$ cat src/rtl/mac_v2_ctrl_if.sv
// Bundle between the tile scheduler and its surroundings: the start/done
// handshake with the top-level FSM, the enable/clear/status lines of one
// mac_v2 instance, the A/B tile-buffer read addresses and the valid/ready
// handshake towards writeback.
//   slave  : the scheduler (mac_v2_ctrl) side
//   master : the environment side (top FSM, MAC, buffers, writeback)
interface mac_v2_ctrl_if #(
  parameter int unsigned ADDR_WIDTH_A   = 8,
  parameter int unsigned ADDR_WIDTH_B   = 8,
  parameter int unsigned ADDR_WIDTH_OUT = 8
);
  logic                      start;
  logic                      busy;
  logic                      done;
  logic                      err_seq;
  logic                      mac_en;
  logic                      mac_reset_acc;
  logic                      systolic_finish;
  logic                      accumulator_done;
  logic [ADDR_WIDTH_A-1:0]   addr_a;
  logic [ADDR_WIDTH_B-1:0]   addr_b;
  logic                      out_valid;
  logic                      out_ready;
  logic [ADDR_WIDTH_OUT-1:0] out_addr;

  modport slave (
    input  start, systolic_finish, accumulator_done, out_ready,
    output busy, done, err_seq, mac_en, mac_reset_acc,
           addr_a, addr_b, out_valid, out_addr
  );

  modport master (
    output start, systolic_finish, accumulator_done, out_ready,
    input  busy, done, err_seq, mac_en, mac_reset_acc,
           addr_a, addr_b, out_valid, out_addr
  );
endinterface

$ cat src/rtl/mac_v2_ctrl.sv
// Tile scheduler for the 2x2 systolic MAC (mac_v2).
// Walks every BLOCK_SIZE x BLOCK_SIZE output tile of C = A x B (i outer,
// j middle, k inner), drives mac_en / mac_reset_acc (active-low clear),
// generates A/B tile-buffer addresses and hands each finished tile to
// writeback through out_valid/out_ready.
// Ports:
//   clk  : clock, rising edge
//   rst  : asynchronous active-high reset
//   bus  : mac_v2_ctrl_if.slave (start, busy, done, err_seq, mac_en,
//          mac_reset_acc, systolic_finish, accumulator_done, addr_a,
//          addr_b, out_valid, out_ready, out_addr)
module mac_v2_ctrl #(
  parameter int unsigned ROW_A           = 4,
  parameter int unsigned INNER_DIMENSION = 64,
  parameter int unsigned COL_B           = 4,
  parameter int unsigned BLOCK_SIZE      = 2,
  parameter int unsigned ADDR_WIDTH_A    = 8,
  parameter int unsigned ADDR_WIDTH_B    = 8,
  parameter int unsigned ADDR_WIDTH_OUT  = 8
) (
  input logic          clk,
  input logic          rst,
  mac_v2_ctrl_if.slave bus
);

  localparam int unsigned NUM_I = ROW_A / BLOCK_SIZE;
  localparam int unsigned NUM_K = INNER_DIMENSION / BLOCK_SIZE;
  localparam int unsigned NUM_J = COL_B / BLOCK_SIZE;

  localparam int unsigned IW = (NUM_I > 1) ? $clog2(NUM_I) : 1;
  localparam int unsigned KW = (NUM_K > 1) ? $clog2(NUM_K) : 1;
  localparam int unsigned JW = (NUM_J > 1) ? $clog2(NUM_J) : 1;

  localparam logic [IW-1:0] I_LAST = IW'(NUM_I - 1);
  localparam logic [KW-1:0] K_LAST = KW'(NUM_K - 1);
  localparam logic [JW-1:0] J_LAST = JW'(NUM_J - 1);

  typedef enum logic [2:0] {
    IDLE,
    CLEAR,
    FEED,
    DRAIN,
    OUTPUT,
    DONE
  } state_e;

  state_e state_q, state_d;

  logic [IW-1:0] i_q, i_d;
  logic [KW-1:0] k_q, k_d;
  logic [JW-1:0] j_q, j_d;
  logic          err_q, err_d;

  logic                      mac_en_q;
  logic                      mac_reset_acc_q;
  logic                      busy_q;
  logic                      done_q;
  logic                      out_valid_q;
  logic [ADDR_WIDTH_A-1:0]   addr_a_q, addr_a_d;
  logic [ADDR_WIDTH_B-1:0]   addr_b_q, addr_b_d;
  logic [ADDR_WIDTH_OUT-1:0] out_addr_q, out_addr_d;

  logic last_chunk;
  logic last_tile;

  assign last_chunk = (k_q == K_LAST);
  assign last_tile  = (i_q == I_LAST) && (j_q == J_LAST);

  always_comb begin
    state_d = state_q;
    i_d     = i_q;
    j_d     = j_q;
    k_d     = k_q;
    err_d   = err_q;

    case (state_q)
      IDLE: begin
        i_d = '0;
        j_d = '0;
        k_d = '0;
        if (bus.start) begin
          err_d   = 1'b0;
          state_d = CLEAR;
        end
      end

      CLEAR: begin
        k_d     = '0;
        state_d = FEED;
      end

      FEED: begin
        // accumulator_done is only legal together with the last chunk's finish
        if (bus.accumulator_done && !(bus.systolic_finish && last_chunk)) begin
          err_d = 1'b1;
        end
        if (bus.systolic_finish) begin
          if (last_chunk) begin
            state_d = bus.accumulator_done ? OUTPUT : DRAIN;
          end else begin
            k_d = k_q + 1'b1;
          end
        end
      end

      DRAIN: begin
        if (bus.systolic_finish) begin
          err_d = 1'b1;
        end
        if (bus.accumulator_done) begin
          state_d = OUTPUT;
        end
      end

      OUTPUT: begin
        if (bus.systolic_finish) begin
          err_d = 1'b1;
        end
        // out_valid is high throughout OUTPUT, so out_ready alone completes it
        if (bus.out_ready) begin
          if (last_tile) begin
            state_d = DONE;
          end else begin
            state_d = CLEAR;
            if (j_q == J_LAST) begin
              j_d = '0;
              i_d = i_q + 1'b1;
            end else begin
              j_d = j_q + 1'b1;
            end
          end
        end
      end

      DONE: begin
        i_d     = '0;
        j_d     = '0;
        k_d     = '0;
        state_d = IDLE;
      end

      default: state_d = IDLE;
    endcase

    addr_a_d   = ADDR_WIDTH_A'(32'(i_d) * NUM_K + 32'(k_d));
    addr_b_d   = ADDR_WIDTH_B'(32'(j_d) * NUM_K + 32'(k_d));
    out_addr_d = ADDR_WIDTH_OUT'(32'(i_d) * NUM_J + 32'(j_d));
  end

  // Outputs are registered from the next-state values so each one is
  // aligned with the state it belongs to, without a decode after the flops.
  always_ff @(posedge clk or posedge rst) begin
    if (rst) begin
      state_q         <= IDLE;
      i_q             <= '0;
      j_q             <= '0;
      k_q             <= '0;
      err_q           <= 1'b0;
      mac_en_q        <= 1'b0;
      mac_reset_acc_q <= 1'b0;
      busy_q          <= 1'b0;
      done_q          <= 1'b0;
      out_valid_q     <= 1'b0;
      addr_a_q        <= '0;
      addr_b_q        <= '0;
      out_addr_q      <= '0;
    end else begin
      state_q         <= state_d;
      i_q             <= i_d;
      j_q             <= j_d;
      k_q             <= k_d;
      err_q           <= err_d;
      mac_en_q        <= (state_d == FEED);
      mac_reset_acc_q <= (state_d == FEED) || (state_d == DRAIN) || (state_d == OUTPUT);
      busy_q          <= (state_d != IDLE);
      done_q          <= (state_d == DONE);
      out_valid_q     <= (state_d == OUTPUT);
      addr_a_q        <= addr_a_d;
      addr_b_q        <= addr_b_d;
      out_addr_q      <= out_addr_d;
    end
  end

  assign bus.busy          = busy_q;
  assign bus.done          = done_q;
  assign bus.err_seq       = err_q;
  assign bus.mac_en        = mac_en_q;
  assign bus.mac_reset_acc = mac_reset_acc_q;
  assign bus.addr_a        = addr_a_q;
  assign bus.addr_b        = addr_b_q;
  assign bus.out_valid     = out_valid_q;
  assign bus.out_addr      = out_addr_q;

endmodule
$ cat src/flat_wrapper.sv
// flat-port wrapper written by rule: the top's interface ports become plain ports
module mac_v2_ctrl_flat 
#(
  parameter int unsigned ROW_A           = 4,
  parameter int unsigned INNER_DIMENSION = 64,
  parameter int unsigned COL_B           = 4,
  parameter int unsigned BLOCK_SIZE      = 2,
  parameter int unsigned ADDR_WIDTH_A    = 8,
  parameter int unsigned ADDR_WIDTH_B    = 8,
  parameter int unsigned ADDR_WIDTH_OUT  = 8
)
  (clk, rst, bus_start, bus_systolic_finish, bus_accumulator_done, bus_out_ready, bus_busy, bus_done, bus_err_seq, bus_mac_en, bus_mac_reset_acc, bus_addr_a, bus_addr_b, bus_out_valid, bus_out_addr);
  mac_v2_ctrl_if #(.ADDR_WIDTH_A(ADDR_WIDTH_A), .ADDR_WIDTH_B(ADDR_WIDTH_B), .ADDR_WIDTH_OUT(ADDR_WIDTH_OUT)) bus_i ();
  input logic clk;
  input logic rst;
  input wire logic [$bits(bus_i.start)-1:0] bus_start;
  input wire logic [$bits(bus_i.systolic_finish)-1:0] bus_systolic_finish;
  input wire logic [$bits(bus_i.accumulator_done)-1:0] bus_accumulator_done;
  input wire logic [$bits(bus_i.out_ready)-1:0] bus_out_ready;
  output wire logic [$bits(bus_i.busy)-1:0] bus_busy;
  output wire logic [$bits(bus_i.done)-1:0] bus_done;
  output wire logic [$bits(bus_i.err_seq)-1:0] bus_err_seq;
  output wire logic [$bits(bus_i.mac_en)-1:0] bus_mac_en;
  output wire logic [$bits(bus_i.mac_reset_acc)-1:0] bus_mac_reset_acc;
  output wire logic [$bits(bus_i.addr_a)-1:0] bus_addr_a;
  output wire logic [$bits(bus_i.addr_b)-1:0] bus_addr_b;
  output wire logic [$bits(bus_i.out_valid)-1:0] bus_out_valid;
  output wire logic [$bits(bus_i.out_addr)-1:0] bus_out_addr;
  assign bus_i.start = bus_start;
  assign bus_i.systolic_finish = bus_systolic_finish;
  assign bus_i.accumulator_done = bus_accumulator_done;
  assign bus_i.out_ready = bus_out_ready;
  assign bus_busy = bus_i.busy;
  assign bus_done = bus_i.done;
  assign bus_err_seq = bus_i.err_seq;
  assign bus_mac_en = bus_i.mac_en;
  assign bus_mac_reset_acc = bus_i.mac_reset_acc;
  assign bus_addr_a = bus_i.addr_a;
  assign bus_addr_b = bus_i.addr_b;
  assign bus_out_valid = bus_i.out_valid;
  assign bus_out_addr = bus_i.out_addr;
  mac_v2_ctrl #(.ROW_A(ROW_A), .INNER_DIMENSION(INNER_DIMENSION), .COL_B(COL_B), .BLOCK_SIZE(BLOCK_SIZE), .ADDR_WIDTH_A(ADDR_WIDTH_A), .ADDR_WIDTH_B(ADDR_WIDTH_B), .ADDR_WIDTH_OUT(ADDR_WIDTH_OUT)) u_core (.clk(clk), .rst(rst), .bus(bus_i));
endmodule
$ cat config.mk
export PLATFORM = sky130hd
export DESIGN_NAME = mac_v2_ctrl_flat
export DESIGN_NICKNAME = d
export VERILOG_FILES = /design/src/rtl/mac_v2_ctrl_if.sv /design/src/rtl/mac_v2_ctrl.sv /design/src/flat_wrapper.sv
export SDC_FILE = /design/constraint.sdc
export NUM_CORES = 1
export LEC_CHECK = 0
export CAP_MARGIN = 20
export CORE_MARGIN = 2
export CORE_UTILIZATION = 39
export CTS_CLUSTER_SIZE = 20
export DETAILED_ROUTE_END_ITERATION = 8
export GPL_TIMING_DRIVEN = 0
export MAX_ROUTING_LAYER = met4
export PLACE_DENSITY_LB_ADDON = 0.08
export SETUP_SLACK_MARGIN = 0.02
export SYNTH_ARGS = -nofsm -noshare
export SYNTH_HDL_FRONTEND = slang
export SYNTH_SLANG_ARGS = --single-unit
$ cat constraint.sdc
create_clock -name clk -period 1.6 [get_ports clk]
set_input_delay 0.32 -clock clk [delete_from_list [all_inputs] [get_ports clk]]
set_output_delay 0.32 -clock clk [all_outputs]
set_load 0.02 [all_outputs]
==> results.txt, run 1 <==
Detail Placement HPWL: 1.60 mm
Die W: 53.9 µm
Detailed Route WL: 2.18 mm
Post-synth ARST share: 1.00
Status: completed
Placed instance area: 1290 µm²
Crit end category: flop
F_max: 0.653 GHz
Pwr dens: 1440 nW/µm²
Hold buffers post-CTS: 0
Worst R2R Path Depth: 5
DIE AREA: 2910 µm²
Post-Layout Cell Count: 179
Grt total ovfl: 0
Slew Limit Fails: 0
CTS tree: done
Fin crit share: 0.958
Final-stage net count: 157
Insertion delay of the later-clocked pin in the worst-skew pair: 0.29 ns
Core Box Area: 2410 µm²
Synth area leader: dfrtp_1
DR WL/cell: 12.2 µm
Largest net degree at the start of global routing: 17
Num rows: 18
Wire length of the first global-routing pass: 3.57 mm
CTS Buffer Depth: 2
Footprint of the multi-input gates: 452 µm²
Placed insts: 169
Setup CP Type: reg -> reg
WP data required: 1.79 ns
Startpoint Class: flop
Starting Density: 0.403
H-tree levels: 1
Cells after Synth: 106
# port buffers: 24
Fin area: 1390 µm²
CTS Root Cell: clkbuf_4
Vias: 867
# DRC: 0
Clock Pin Slew Worst Setup and Hold Paths: 0.11 ns
Antenna fix cells: 0
GRT Total Usage: 0.178
Number of fill cells: 241
Boundary Pins: 36
Vias in the first global route: 801
Final Hold Fails: 0
Final setup viols: 0
Setup Skew: 0.0124 ns
DRT iter0 DRCs: 7
Maximum VDD drop: 0.000960 V
FF+latch count, synth: 16
Leak Pwr: 0.770 nW
Reg area: 405 µm²
Layout cells sized above 1: 0.309
Warnings, synthesis: 0
Netlist Area Pre-Place: 972 µm²
Distinct cells, synth: 34
Synth-to-Final Area Change: 43.1%
Syn_area_per_cell: 9.17 µm²
Max-cap violation count: 0
DR vias/cell: 4.84
Post-DRT Antenna Nets: 0
Unrepaired setup endpoints after global routing: true
Slew Limit Headroom: 0.601
Worst R2R Setup Slack: 0.07 ns
Post-synth EDFFs: 0
Ys flop type: dfrtp_1
Share of the synthesized area in the top cell type: 0.412
Most common cell after layout, fill and taps aside: buf_4
Least-Margin Pin Slew: 0.599 ns
Sequential area share after synthesis: 0.412
TritonRoute pass-1 iters: 4
Worst-path fanout max: 4
WP data arrival: 1.72 ns
Initial antenna violation count: 0
Clk sinks: 16
Tightest Hold Check Type: in -> async
Leading cell types in the layout, fill and taps excluded: buf_4 (27), dlygate4sd2_1 (13), dfrtp_1 (12)
Routability cong.: 0.843
Post-layout min period: 1.53 ns
Synth area leaders: dfrtp_1 (41%), buf_4 (15%), mux2i_1 (3.1%)
Height of the die: 53.9 µm
Inserted Clock Buffers: 3
==> metrics by stage <==
stage | hold slack, ns | setup TNS (ns) | power, mW | worst slack, ns | utilization
6_report | 0.381 | 0 | 2.01 | 0.0675 | 0.577
5_1_grt | 0.460 | 0 | 2.15 | 0.00661 | 0.577
3_3_place_gp | 0.546 | -0.142 | 1.68 | -0.0731 | 0.536
4_1_cts | 0.414 | 0 | 2.02 | 0.0284 | 0.572
2_1_floorplan | 0.234 | 0 | 1.33 | 0.0257 | -
3_5_place_dp | 0.549 | -0.260 | 1.71 | -0.0763 | 0.536
==> Yosys cell counts (2+ instances only) <==
| master | instances |
|---|---|
| buf_2 | 4 |
| nand2_1 | 8 |
| o21ai_1 | 3 |
| mux2i_1 | 3 |
| buf_4 | 19 |
| nor2b_1 | 3 |
| o21ai_0 | 4 |
| nand3_1 | 6 |
| dfrtp_1 | 16 |
| a21oi_1 | 3 |
| nor2_1 | 7 |
| a31oi_1 | 2 |
| o2bb2ai_1 | 2 |
| inv_1 | 5 |
| a211oi_1 | 2 |
==> worst max-delay path, cell delays in order, from the launching register on <==
cell and delay, ns:
dfrtp_2 0.45, ha_4 0.17, and4_4 0.16, or3b_4 0.39
mux2i_1 0.18, o21ai_1 0.07
==> routing by layer <==
layer / up-vias / part of all wire / global-route usage
met2: 23 / 0.53 / 0.299
met3: 2 / 0.049 / 0.0500
met5: - / 0 / -
li1: 429 / - / -
met1: 413 / 0.42 / 0.211
met4: 0 / 0.0073 / 0.0385
==> repair_timing <==
item                       in CTS  in global routing
setup buffers                   6                  0
pin swaps                       4                  2
resized for setup              21                  5
setup endpoints to repair      23                  6
==> cells by family (layout without fill, tap and decap cells) <==
logic type,after synthesis,count (layout),synth area share
AND/OR/NAND/NOR,30,30,0.160
buffers and inverters,29,63,0.192
AO/OA/AOI/OAI,25,25,0.178
flip-flops,16,16,0.412
multiplexers,4,4,0.0425
adder cells (fa/ha/maj),1,1,0.0129
other,1,10,0.00386
==> where the power goes <==
group          internal (mW)  switching (mW)  total [mW]
Sequential             0.533          0.0891       0.622
Combinational          0.487           0.620        1.11
Clock                  0.139           0.138       0.277
==> worst max-delay path by stage <==
stage	startpoint	end	slack, ns
4_1_cts	u_core.bus.mac_reset_acc$_DFF_PP0_	bus_mac_reset_acc	0.03
5_1_grt	flop	flop	0.007
3_3_place_gp	flop	u_core.bus.busy$_DFF_PP0_	-0.07
2_1_floorplan	flop	u_core.bus.busy$_DFF_PP0_	0.03
3_5_place_dp	flop	u_core.bus.busy$_DFF_PP0_	-0.08
6_report	flop	flop	0.07
==> cell type report <==
type | count | area share
Multi-Input combinational cell | 70 | 0.325
Timing Repair Buffer | 30 | 0.197
Sequential cell | 16 | 0.291
Tap cell | 30 | 0.0270
Buffer | 23 | 0.117
Inverter | 6 | 0.0171
Clock buffer | 4 | 0.0261
Power figures use the tool's default switching activity.
==> inputs of run 2 (changes only) <==
--- a/config.mk
+++ b/config.mk
@@ -6,7 +6,7 @@
 export NUM_CORES = 1
 export LEC_CHECK = 0
 export CAP_MARGIN = 20
-export CORE_MARGIN = 2
+export CORE_MARGIN = 3
 export CORE_UTILIZATION = 39
 export CTS_CLUSTER_SIZE = 20
 export DETAILED_ROUTE_END_ITERATION = 8
==> run 2 against run 1 <==
Net effect:
- first-iteration DRC count rose by 43%
- total power up 0.41%
- sequential power is essentially flat
- register-to-register slack got worse by 0.02 ns
- clock power fell by 3%
- combinational power about the same
- via count increased by 1.6%
- utilization rose by 3.0 points
- critical path depth rose by 1
- global-route usage shrank 3.9 points
==> results.txt, run 2 (synthesis gave the netlist of run 1 again) <==
Maximum VDD drop: 0.000862 V
Height of the die: 55.9 µm
Vias: 881
Leading cell types in the layout, fill and taps excluded: buf_4 (26), dlygate4sd2_1 (14), dfrtp_1 (12)
Slew Limit Headroom: 0.585
Grt total ovfl: 0
Vias in the first global route: 783
Antenna fix cells: 0
Critical Path Sink: u_core.bus.mac_reset_acc$_DFF_PP0_
Placed insts: 167
Internal: 1.18 mW
DIE AREA: 3130 µm²
Detailed Route WL: 2.12 mm
Core Box Area: 2300 µm²
Worst R2R Setup Slack: 0.05 ns
Inserted Clock Buffers: 3
Final setup viols: 0
CTS Buffer Depth: 2
WP data arrival: 1.73 ns
Setup TNS: 0 ns
Die W: 55.9 µm
Starting Density: 0.423
Fin util: 0.607
Gate power share: 0.556
Post-layout min period: 1.55 ns
Post-DRT Antenna Nets: 0
F_max: 0.645 GHz
# port buffers: 24
Insertion delay of the later-clocked pin in the worst-skew pair: 0.29 ns
TritonRoute pass-1 iters: 4
Layout cells sized above 1: 0.309
Switching pwr: 0.838 mW
WP data required: 1.78 ns
Pwr dens: 1440 nW/µm²
Status: completed
Unrepaired setup endpoints after global routing: true
Clk sinks: 16
H-tree levels: 1
Sequential group share of total power: 0.310
Pre-CTS WS: -0.0984 ns
Hold slack: 0.393 ns
Placed instance area: 1290 µm²
Wire length of the first global-routing pass: 3.45 mm
GRT Total Usage: 0.138
DR vias/cell: 4.98
DRT iter0 DRCs: 10
Clock share of power: 0.134
Slew Limit Fails: 0
Fin crit share: 0.969
Setup Skew: 0.00404 ns
Largest net degree at the start of global routing: 17
Worst setup slack after layout: 0.0500 ns
Max-cap violation count: 0
Initial antenna violation count: 0
Fin area: 1400 µm²
Leak Pwr: 0.770 nW
Power, Total: 2.01 mW
Setup CP Type: reg -> reg
Switching portion of total power: 0.416
Detail Placement HPWL: 1.54 mm
Routability cong.: 0.835
Crit end category: flop
Worst R2R Path Depth: 6
Clock Pin Slew Worst Setup and Hold Paths: 0.10 ns
CTS tree: done
Post-Layout Cell Count: 177
Boundary Pins: 36
Final-stage net count: 157
# DRC: 0
DR WL/cell: 12.0 µm
Num rows: 17
Least-Margin Pin Slew: 0.622 ns
CTS Root Cell: clkbuf_4
Final Hold Fails: 0
Worst-path fanout max: 4
Synth-to-Final Area Change: 43.5%
Reg2reg end: u_core.bus.mac_reset_acc$_DFF_PP0_
Startpoint Class: flop
Tightest Hold Check Type: in -> async
Most common cell after layout, fill and taps aside: buf_4
[run 2: cell count changes in the layout (fill, tap and decap cells not counted), sizes merged]
cell / before / now
buf: 31 / 30
dlygate4sd2: 13 / 14
[run 2: power groups by stage]
| stage | Clock [mW] | Sequential [mW] | Combinational [mW] |
|---|---|---|---|
| final | 0.270 | 0.624 | 1.12 |
| after global routing | 0.295 | 0.645 | 1.22 |
| after CTS | 0.277 | 0.630 | 1.08 |
| after detailed placement | 0 | 0.644 | 1.06 |
| after global placement | 0 | 0.639 | 1.05 |
| after floorplan | 0 | 0.728 | 0.604 |
[run 2: worst min-delay path by stage]
stage | start | end | slack, ns
CTS | rst | asynchronous set/reset pin | 0.42
detailed placement | flop | flop | 0.55
global placement | flop | flop | 0.54
finish | rst | asynchronous set/reset pin | 0.39
global route | rst | asynchronous set/reset pin | 0.46
floorplan | rst | asynchronous set/reset pin | 0.23
[run 2: final cells by class]
class | instances | area [µm²]
plain buffers | 23 | 163
fillers | 217 | 902
inverters | 6 | 23.8
well taps | 28 | 35.0
repair buffers | 30 | 275
flip-flops and latches | 16 | 405
clock buffers | 4 | 36.3
multi-input cells | 70 | 457
[run 2: metal layers]
| metal | track usage | vias to the layer above | wire, µm |
|---|---|---|---|
| li1 | - | 431 | - |
| met1 | 0.176 | 422 | 943 |
| met2 | 0.226 | 24 | 1040 |
| met3 | 0.0232 | 4 | 108 |
| met4 | 0.0407 | 0 | 27 |
| met5 | - | - | 0 |
[run 2: critical path, cell delays in order (launching register included)]
cell and delay, ns:
dfrtp_2 0.42, ha_4 0.15, and4_4 0.23, a21oi_2 0.06, o41a_1 0.45, clkinv_2 0.09, o21ai_2 0.05
[run 2: repair_timing]
item / in CTS / in global routing
endpoints found under the setup margin: 22 / 9
pin swaps: 0 / 4
cloned: 0 / 0
gates resized for setup: 20 / 8
hold buffers: 0 / 0
setup buffers: 3 / 3
